`src/rtl/req_grant_arbiter.sv`:
```
// Round-robin request/grant arbiter with hold-until-release ownership,
// a maximum-hold timeout with forced handoff, and registered status outputs.
module req_grant_arbiter #(
  parameter int unsigned NREQ     = 4,
  parameter int unsigned IDW      = 2,
  parameter int unsigned MAX_HOLD = 8,
  parameter int unsigned CW       = 4
) (
  input  logic            clk,
  input  logic            rst_n,
  input  logic [NREQ-1:0] req,
  output logic [NREQ-1:0] gnt,
  output logic            gnt_vld,
  output logic [IDW-1:0]  gnt_id,
  output logic            expire,
  output logic [CW-1:0]   hold_cnt
);

  typedef enum logic {
    S_IDLE  = 1'b0,
    S_GRANT = 1'b1
  } state_e;

  state_e          state_q, state_d;
  logic [IDW-1:0]  last_q, last_d;
  logic [IDW-1:0]  owner_q, owner_d;
  logic [NREQ-1:0] gnt_q, gnt_d;
  logic [CW-1:0]   hold_q, hold_d;
  logic            expire_q, expire_d;

  logic [IDW-1:0]  scan_base;
  logic            scan_hit;
  logic [IDW-1:0]  scan_idx;

  // Round-robin scan starting after scan_base; the base itself is only
  // eligible from IDLE, so a granting owner is never re-picked by the scan.
  always_comb begin
    int unsigned p;
    scan_base = (state_q == S_GRANT) ? owner_q : last_q;
    scan_hit  = 1'b0;
    scan_idx  = '0;
    p         = 0;
    for (int unsigned k = NREQ; k >= 1; k--) begin
      p = (32'(scan_base) + k) % NREQ;
      if (req[IDW'(p)] && ((k < NREQ) || (state_q == S_IDLE))) begin
        scan_hit = 1'b1;
        scan_idx = IDW'(p);
      end
    end
  end

  // Next-state and registered-output values.
  always_comb begin
    state_d  = state_q;
    last_d   = last_q;
    owner_d  = owner_q;
    gnt_d    = gnt_q;
    hold_d   = hold_q;
    expire_d = 1'b0;
    case (state_q)
      S_IDLE: begin
        if (scan_hit) begin
          state_d = S_GRANT;
          owner_d = scan_idx;
          gnt_d   = NREQ'(1) << scan_idx;
          hold_d  = CW'(1);
        end
      end
      S_GRANT: begin
        if (!req[owner_q]) begin
          last_d = owner_q;
          if (scan_hit) begin
            owner_d = scan_idx;
            gnt_d   = NREQ'(1) << scan_idx;
            hold_d  = CW'(1);
          end else begin
            state_d = S_IDLE;
            owner_d = '0;
            gnt_d   = '0;
            hold_d  = '0;
          end
        end else if (hold_q == CW'(MAX_HOLD)) begin
          last_d   = owner_q;
          expire_d = 1'b1;
          hold_d   = CW'(1);
          if (scan_hit) begin
            owner_d = scan_idx;
            gnt_d   = NREQ'(1) << scan_idx;
          end
        end else begin
          hold_d = hold_q + CW'(1);
        end
      end
    endcase
  end

  always_ff @(posedge clk) begin
    if (!rst_n) begin
      state_q  <= S_IDLE;
      last_q   <= IDW'(NREQ - 1);
      owner_q  <= '0;
      gnt_q    <= '0;
      hold_q   <= '0;
      expire_q <= 1'b0;
    end else begin
      state_q  <= state_d;
      last_q   <= last_d;
      owner_q  <= owner_d;
      gnt_q    <= gnt_d;
      hold_q   <= hold_d;
      expire_q <= expire_d;
    end
  end

  assign gnt      = gnt_q;
  assign gnt_vld  = (state_q == S_GRANT);
  assign gnt_id   = owner_q;
  assign expire   = expire_q;
  assign hold_cnt = hold_q;

endmodule

```
`config.mk`:
```
export PLATFORM = sky130hd
export DESIGN_NAME = req_grant_arbiter
export DESIGN_NICKNAME = d
export VERILOG_FILES = /design/src/rtl/req_grant_arbiter.sv
export SDC_FILE = /design/constraint.sdc
export NUM_CORES = 1
export LEC_CHECK = 0
export CORE_MARGIN = 1
export CORE_UTILIZATION = 40
export DETAILED_ROUTE_END_ITERATION = 8
export GPL_TIMING_DRIVEN = 0
export PLACE_DENSITY = 0.61
export SLEW_MARGIN = 30
export SYNTH_ARGS = -nofsm -noshare
export SYNTH_HDL_FRONTEND = slang
export SYNTH_SLANG_ARGS = --single-unit
```
`constraint.sdc`:
```
create_clock -name clk -period 4.8 [get_ports clk]
set_clock_uncertainty 0.1 [all_clocks]
set_input_delay 0.48 -clock clk [delete_from_list [all_inputs] [get_ports clk]]
set_output_delay 0.48 -clock clk [all_outputs]
set_load 0.1 [all_outputs]
```
# --- Word-level counts from Yosys, hierarchy flattened ---
# Cells that the tools add are included.
word_totals:
  ff_bits: 14
  wordCells: 65
classes:
  muxes: 40
  order_cmp: 5
  shift: 1
  eq_ne: 4
  add_sub_neg: 5
  bitwise_logic: 1
  reduce_logical: 3
op_table:
  columns: ["op", "count"]
  rows:
  - ["$mux 4", 7]
  - ["$mux 2", 11]
  - ["$pmux 4 s2", 2]
  - ["$lt 2x3->1 const B", 5]
  - ["$mux 1", 13]
  - ["$bmux 1 s2", 5]
  - ["$add 2x1->2 const B", 2]
  - ["$add 2x2->2 const B", 2]
  - ["$add 4x1->4 const B", 1]
  - ["$eq 4x4->1 const B", 1]
  - ["$pmux 2 s2", 1]
  - ["$shl 1x2->4 const A", 1]
  - ["$ne 3x2->1 const B", 1]
  - ["$reduce_and 3->1", 1]
  - ["$ne 2x1->1 const B", 1]
  - ["$ne 2x2->1 const B", 1]
  - ["$pmux 1 s2", 1]
  - ["$reduce_and 2->1", 1]
  - ["$logic_and 1x1->1", 1]
  - ["$not 1->1", 1]

# --- Logic depth before layout (Yosys ltp) ---
# Gate-level depths: netlist of run 1.
depth:
  word_depth: 14
  ltp_mapped: 7
  ltp_nobuf: 7

# --- Worst setup path before layout of run 1 ---
# Ideal clock, no wire load.
synth_timing:
  path_type: "flip-flop to flip-flop"
  startpoint: "register state_q, in the netlist gnt_vld"
  endpoint: "register gnt_q[1], in the netlist gnt[1]"
  synth_period_minus_slack_ns: 2.703
  arrival_ns: 2.484
  setup_time_ns: 0.119
  setup_slack_ns: 2.097
  path_stages_with_launch: 7
  path_cell_list: "dfxtp_1 -> buf_6 -> mux2_4 -> or3b_1 -> and4b_1 -> a31o_1 -> a32o_1"
synth_between:
  elab_chain_len: 14
  elab_cells_between_ends: 30
  cone_classes: "4 x add/sub; 1 x eq/ne; 1 x shift; 22 x mux; 1 x bitwise; 1 x reduce/logical"
synth_lines:
  columns: ["element", "line_no", "source"]
  rows:
  - ["start, declared", "24", "state_e state_q, state_d;"]
  - ["start signal, assigned", "106", "state_q <= state_d;"]
  - ["$mux 2", "39", "scan_base = (state_q == S_GRANT) ? owner_q : last_q;"]
  - ["$add 2x1->2", "44", "p = (32'(scan_base) + k) % NREQ;"]
  - ["$bmux 1 s2", "45", "if (req[IDW'(p)] && ((k < NREQ) || (state_q == S_IDLE))) begin"]
  - ["$mux 1 (implied by the code)", "45", null]
  - ["$logic_and 1x1->1", "45", null]
  - ["$mux 2 (4 in a row)", "45", null]
  - ["$shl 1x2->4", "65, 74, 88", null]
  - ["$mux 4", "62, 86", null]
  - ["$mux 4", "82", "end else if (hold_q == CW'(MAX_HOLD)) begin"]
  - ["$mux 4", "70", "if (!req[owner_q]) begin"]
  - ["$pmux 4 s2", "60", "case (state_q)"]
  - ["end signal, assigned", "109", "gnt_q <= gnt_d;"]
  - ["end, declared", "27", "logic [NREQ-1:0] gnt_q, gnt_d;"]
# Parallel ways exist; a longest one is shown, timed or not. The select of a mux whose other input is x is not followed.
# A chain may end at the register's enable or synchronous reset.

# --- Worst setup path in the final report of run 1 ---
layout_timing:
  startpoint: "register owner_q[0], in the netlist gnt_id[0]"
  endpoint: "output port gnt_id[0]"
layout_rtl:
  columns: ["element", "line_no", "source"]
  rows:
  - ["start, declared", "26", "logic [IDW-1:0] owner_q, owner_d;"]
  - ["start signal, assigned", "108", "owner_q <= owner_d;"]
  - ["end, declared", "14", "output logic [IDW-1:0] gnt_id,"]
# No word-level cell between the ends.

==> flow_summary.json, run 1 <==
{
  "clkTransAtPathRegs_ps": 90,
  "leakage_uw": 0.000479,
  "setup_viol": 0,
  "die-height_um": 50.4,
  "first_pass_iters": 4,
  "die_w_um": 50.4,
  "final_util": 0.529,
  "grt-ovfl-total": 0,
  "finalCritPeriodShare": 0.535,
  "rows": 17,
  "crit_family": "buffers and inverters",
  "crit_buf_inv": 1,
  "crit_chain": "clkdlybuf4s50_1",
  "timing.fmax_mhz": 389,
  "comb_power_share": 0.501,
  "initial_core_util": 0.424,
  "setup-tns-final_ps": 0,
  "ys.flop_type": "dfxtp_1",
  "drc": 0,
  "rsz0062_at_grt": "no",
  "syn_inst": 104,
  "hold_viol_final": 0,
  "avgSynthCellArea_um2": 9.02,
  "viasPerCell": 5.66,
  "dp_hpwl_mm": 1.61,
  "cts_setup_buffers": 0,
  "tightest_slew_ps": 971,
  "syn-cell-area_um2": 938,
  "drive_gt1_frac": 0.121,
  "p_seq_frac": 0.312,
  "cts_inserted_buffers": 3,
  "first_global_vias": 834,
  "slew_viol_final": 0,
  "grt_pass1_wl_mm": 3.74,
  "core_area_um2": 2210,
  "synth_edf_count": 0,
  "max_slew_margin": 0.350,
  "mostFrequentLayoutCells": "16 x clkdlybuf4s50_1, 14 x dfxtp_1, 12 x nand2_1, 6 x inv_1",
  "die_area_um2": 2540,
  "nets": 133,
  "ios": 18,
  "ys_warn_count": 0,
  "cap_violations": 0,
  "worstPathArrival_ps": 1990,
  "cp_slowest_cell": "clkdlybuf4s50_1",
  "root_buffer": "clkbuf_4",
  "holdWs_ps": 383,
  "wl_per_cell_um": 14.2,
  "endpoint_kind": "output port",
  "start_kind": "register",
  "cts_hold_buffers": 0,
  "drtIter0Drc": 12,
  "layout_commonest_cell": "clkdlybuf4s50_1",
  "post-route-min-period_ps": 2570,
  "hold_class": "register to register",
  "slowest_delay_ps": 1190,
  "status": "complete, no violations",
  "gp_congestion": 0.700,
  "area_growth_pct": 24.7,
  "groute.usage.overall": 0.195,
  "intPower_uw": 255,
  "post-place-cells": 148,
  "tritoncts": "yes",
  "antenna_found_initial": 0,
  "grt_max_degree": 11,
  "wl_mm": 2.15,
  "pwr-share-clk": 0.187,
  "seq_area_frac_synth": 0.299,
  "synth-seq-cells": 14,
  "ys_types": 44,
  "cp_max_fo": 6,
  "ir_drop_mv": 0.207,
  "htreeDepth": 1,
  "cts.repair.resized": 0,
  "powerDensity_nw_per_um2": 399,
  "ctsLongestPathBuffers": 2,
  "final_antenna_net_count": 0,
  "final_cells": 152,
  "antenna_cells": 0,
  "cts.sinks": 14,
  "num_vias": 860,
  "p_sw_frac": 0.454,
  "crit_required_ps": 4220,
  "power.switching_uw": 212,
  "portBuffers": 16,
  "critPathKind": "register to output port",
  "syn-num-nets": 112,
  "fillers": 230,
  "async_flop_share": 0,
  "clk_latency_ps": 280
}
cell type report:
class                      count  area [um2]  area share
timing repair buffer          16         160       0.137
tap                           28        35.0      0.0299
multi-input combinational     80         606       0.518
clock buffer                   4        36.3      0.0310
buffer                         4        30.0      0.0257
inverter                       6        22.5      0.0193
sequential                    14         280       0.240
sequential cells by signal (all words and copies together) (netlist names):
name,count
gnt_id,2
gnt_vld,1
gnt,4
hold_cnt,4
expire,1
last_q,2
logic make-up (layout without fill, tap and decap cells):
family                     count (synthesis)  in the layout  synth area share
xor gates and xnor gates                   1              1           0.00934
AOI/OAI and AO/OA                         25             25             0.225
muxes                                      6              6            0.0960
and+or+nand+nor                           46             46             0.288
adders and majority gates                  2              2            0.0267
DFF                                       14             14             0.299
buffers and inverters                     10             30            0.0560
layer usage:
metal,share of wire,track usage
met1,0.49,0.253
met3,0.025,0.0273
met2,0.47,0.316
met4,0.013,0.0926
met5,0,0
through the flow:
step                      power, uW  setup slack, ps  area [um2]
after floorplan                 332             2100         938
after global placement          381             2130        1130
after detailed placement        383             2130        1130
after CTS                       470             2210        1170
after global routing            491             2150        1170
final                           467             2230        1170
cell usage after synthesis (3+ instances only):
master | instances | area [um2]
dfxtp_1 | 14 | 280
nand3_1 | 5 | 25.0
o21a_1 | 3 | 22.5
nand3b_1 | 3 | 22.5
nor3_1 | 3 | 15.0
nand2_1 | 12 | 45.0
o21ai_0 | 3 | 15.0
a32o_1 | 3 | 30.0
a31oi_1 | 3 | 18.8
o211a_1 | 3 | 30.0
inv_1 | 6 | 22.5
mux2i_1 | 3 | 30.0
or3b_1 | 3 | 26.3
nor2_1 | 5 | 18.8
final timing paths:
| path | start | endpoint | slack (ps) | depth (start not counted) |
|---|---|---|---|---|
| setup / recovery | gnt_id[0] | gnt_id[0] | 2230 | 1 |
| hold / removal | gnt[0] | gnt[0] | 380 | 1 |
| setup reg to reg | gnt_id[0] | gnt[2] | 2640 | 5 |
| hold reg to reg | gnt[0] | gnt[0] | 380 | 1 |
power groups by stage:
stage / Clock (uW) / Combinational, uW / Sequential, uW
global placement: 0 / 232 / 148
detailed placement: 0 / 234 / 149
finish: 87.3 / 234 / 146
global route: 93.5 / 250 / 148
CTS: 88.8 / 235 / 146
floorplan: 0 / 102 / 230
Note: power is estimated with default switching activity, not from simulation.
==> run 2, diff against run 1 <==
--- a/config.mk
+++ b/config.mk
@@ -9,7 +9,7 @@
 export CORE_UTILIZATION = 40
 export DETAILED_ROUTE_END_ITERATION = 8
 export GPL_TIMING_DRIVEN = 0
-export PLACE_DENSITY = 0.61
+export PLACE_DENSITY = 0.64
 export SLEW_MARGIN = 30
 export SYNTH_ARGS = -nofsm -noshare
 export SYNTH_HDL_FRONTEND = slang
==> constraint.sdc (replaced) <==
create_clock -name clk -period 2.06 [get_ports clk]
set_clock_uncertainty 0.1 [all_clocks]
set_input_delay 0.206 -clock clk [delete_from_list [all_inputs] [get_ports clk]]
set_output_delay 0.206 -clock clk [all_outputs]
set_load 0.1 [all_outputs]
==> flow_summary.json, run 2 (synthesis results as in run 1) <==
{
  "seq_area_um2": 294,
  "holdWs_ps": 357,
  "initial_core_util": 0.424,
  "powerDensity_nw_per_um2": 909,
  "p_sw_frac": 0.455,
  "tritoncts": "yes",
  "cts_inserted_buffers": 3,
  "first_pass_iters": 4,
  "final_antenna_net_count": 0,
  "max_slew_margin": 0.353,
  "critPathKind": "register to register",
  "intPower_uw": 607,
  "drive_gt1_frac": 0.244,
  "wl_per_cell_um": 13.9,
  "ctsLongestPathBuffers": 2,
  "hold_class": "register to register",
  "clk_latency_ps": 280,
  "multi_input_area_um2": 633,
  "grt-ovfl-total": 0,
  "drtIter0Drc": 30,
  "cts_hold_buffers": 0,
  "area_growth_pct": 30.5,
  "root_buffer": "clkbuf_4",
  "drc": 0,
  "fillers": 216,
  "die_w_um": 50.4,
  "mostFrequentLayoutCells": "11 x nand2_1, 11 x dlygate4sd2_1, 7 x dfxtp_1, 6 x inv_1",
  "die_area_um2": 2540,
  "post-route-min-period_ps": 2030,
  "wl_mm": 2.15,
  "gp_congestion": 0.784,
  "crit_required_ps": 2140,
  "power.switching_uw": 506,
  "antenna_found_initial": 0,
  "comb_power_share": 0.510,
  "status": "complete, no violations",
  "slew_viol_final": 0,
  "cap_violations": 0,
  "antenna_cells": 0,
  "core_area_um2": 2210,
  "start_kind": "register",
  "leakage_uw": 0.000570,
  "ios": 18,
  "endpoint_kind": "register",
  "final_util": 0.554,
  "p_seq_frac": 0.310,
  "cts.sinks": 14,
  "die-height_um": 50.4,
  "viasPerCell": 5.79,
  "num_vias": 897,
  "grt_max_degree": 11,
  "rows": 17,
  "setup_viol": 0,
  "pwr-share-clk": 0.180,
  "dp_hpwl_mm": 1.52,
  "timing.fmax_mhz": 492,
  "cp_max_fo": 7,
  "nets": 136,
  "first_global_vias": 825,
  "clkTransAtPathRegs_ps": 90,
  "tightest_slew_ps": 975,
  "ir_drop_mv": 0.718,
  "dpl_worst_slack_ps": -232,
  "hold_viol_final": 0,
  "groute.usage.overall": 0.195,
  "grt_pass1_wl_mm": 3.76,
  "portBuffers": 16,
  "finalCritPeriodShare": 0.988,
  "setup_slack_ps": 25.6,
  "htreeDepth": 1,
  "worstPathArrival_ps": 2120
}
==> run 2: changes by cell type in the layout (fill, tap and decap cells not counted), sizes merged <==
cell           before  now
dlygate4sd2         0   11
clkdlybuf4s50      16    3
dlymetal6s2s        0    2
buf                 2    5
==> run 2: worst max-delay path, cell delays in order, from the launching register on <==
cell	delay, ps
dfxtp_4	400
mux2i_4	380
buf_4	170
nor2b_1	40
a211oi_1	450
nor3_2	110
a32o_2	280
==> run 2: path summary, 6_finish.rpt <==
path                                  start           to  slack (ps)  cells after the start
worst max-delay path                gnt_vld       gnt[2]          30                      6
worst min-delay path            hold_cnt[3]  hold_cnt[3]         360                      1
worst max register to register      gnt_vld       gnt[2]          30                      6
worst min register to register  hold_cnt[3]  hold_cnt[3]         360                      1
==> run 2: layout make-up <==
cell class	count	share of cell area
Buffer	3	0.0153
Clock buffer	4	0.0296
Inverter	6	0.0184
Multi-Input combinational cell	80	0.517
Sequential cell	14	0.240
Tap cell	28	0.0286
Timing Repair Buffer	20	0.151
==> run 2: metal layers <==
layer,routed length (um),global-route usage,part of all wire
met2,984,0.284,0.46
met1,1010,0.273,0.47
met4,40,0.0833,0.019
met3,118,0.0455,0.055
met5,0,0,0
==> run 2: power groups by stage <==
stage | Combinational [uW] | Sequential, uW | Clock [uW]
6_report | 567 | 345 | 200
5_1_grt | 604 | 352 | 219
4_1_cts | 530 | 343 | 209
3_5_place_dp | 546 | 350 | 0
3_3_place_gp | 543 | 350 | 0
2_1_floorplan | 240 | 540 | 0
==> run 2: per-stage QoR <==
stage	setup TNS (ps)	instances	instance area, um2	total power, uW
CTS	0	152	1170	1080
global route	-144	155	1220	1180
finish	0	155	1220	1110
detailed placement	-1270	148	1150	896
floorplan	-500	104	956	780
global placement	-1100	148	1150	893
==> run 2: timing repair <==
item | 4_1_cts | 5_1_grt
endpoints found under the setup margin | 11 | 9
buffers inserted | 0 | 4
pin swaps | 0 | 3
resized for setup | 11 | 9
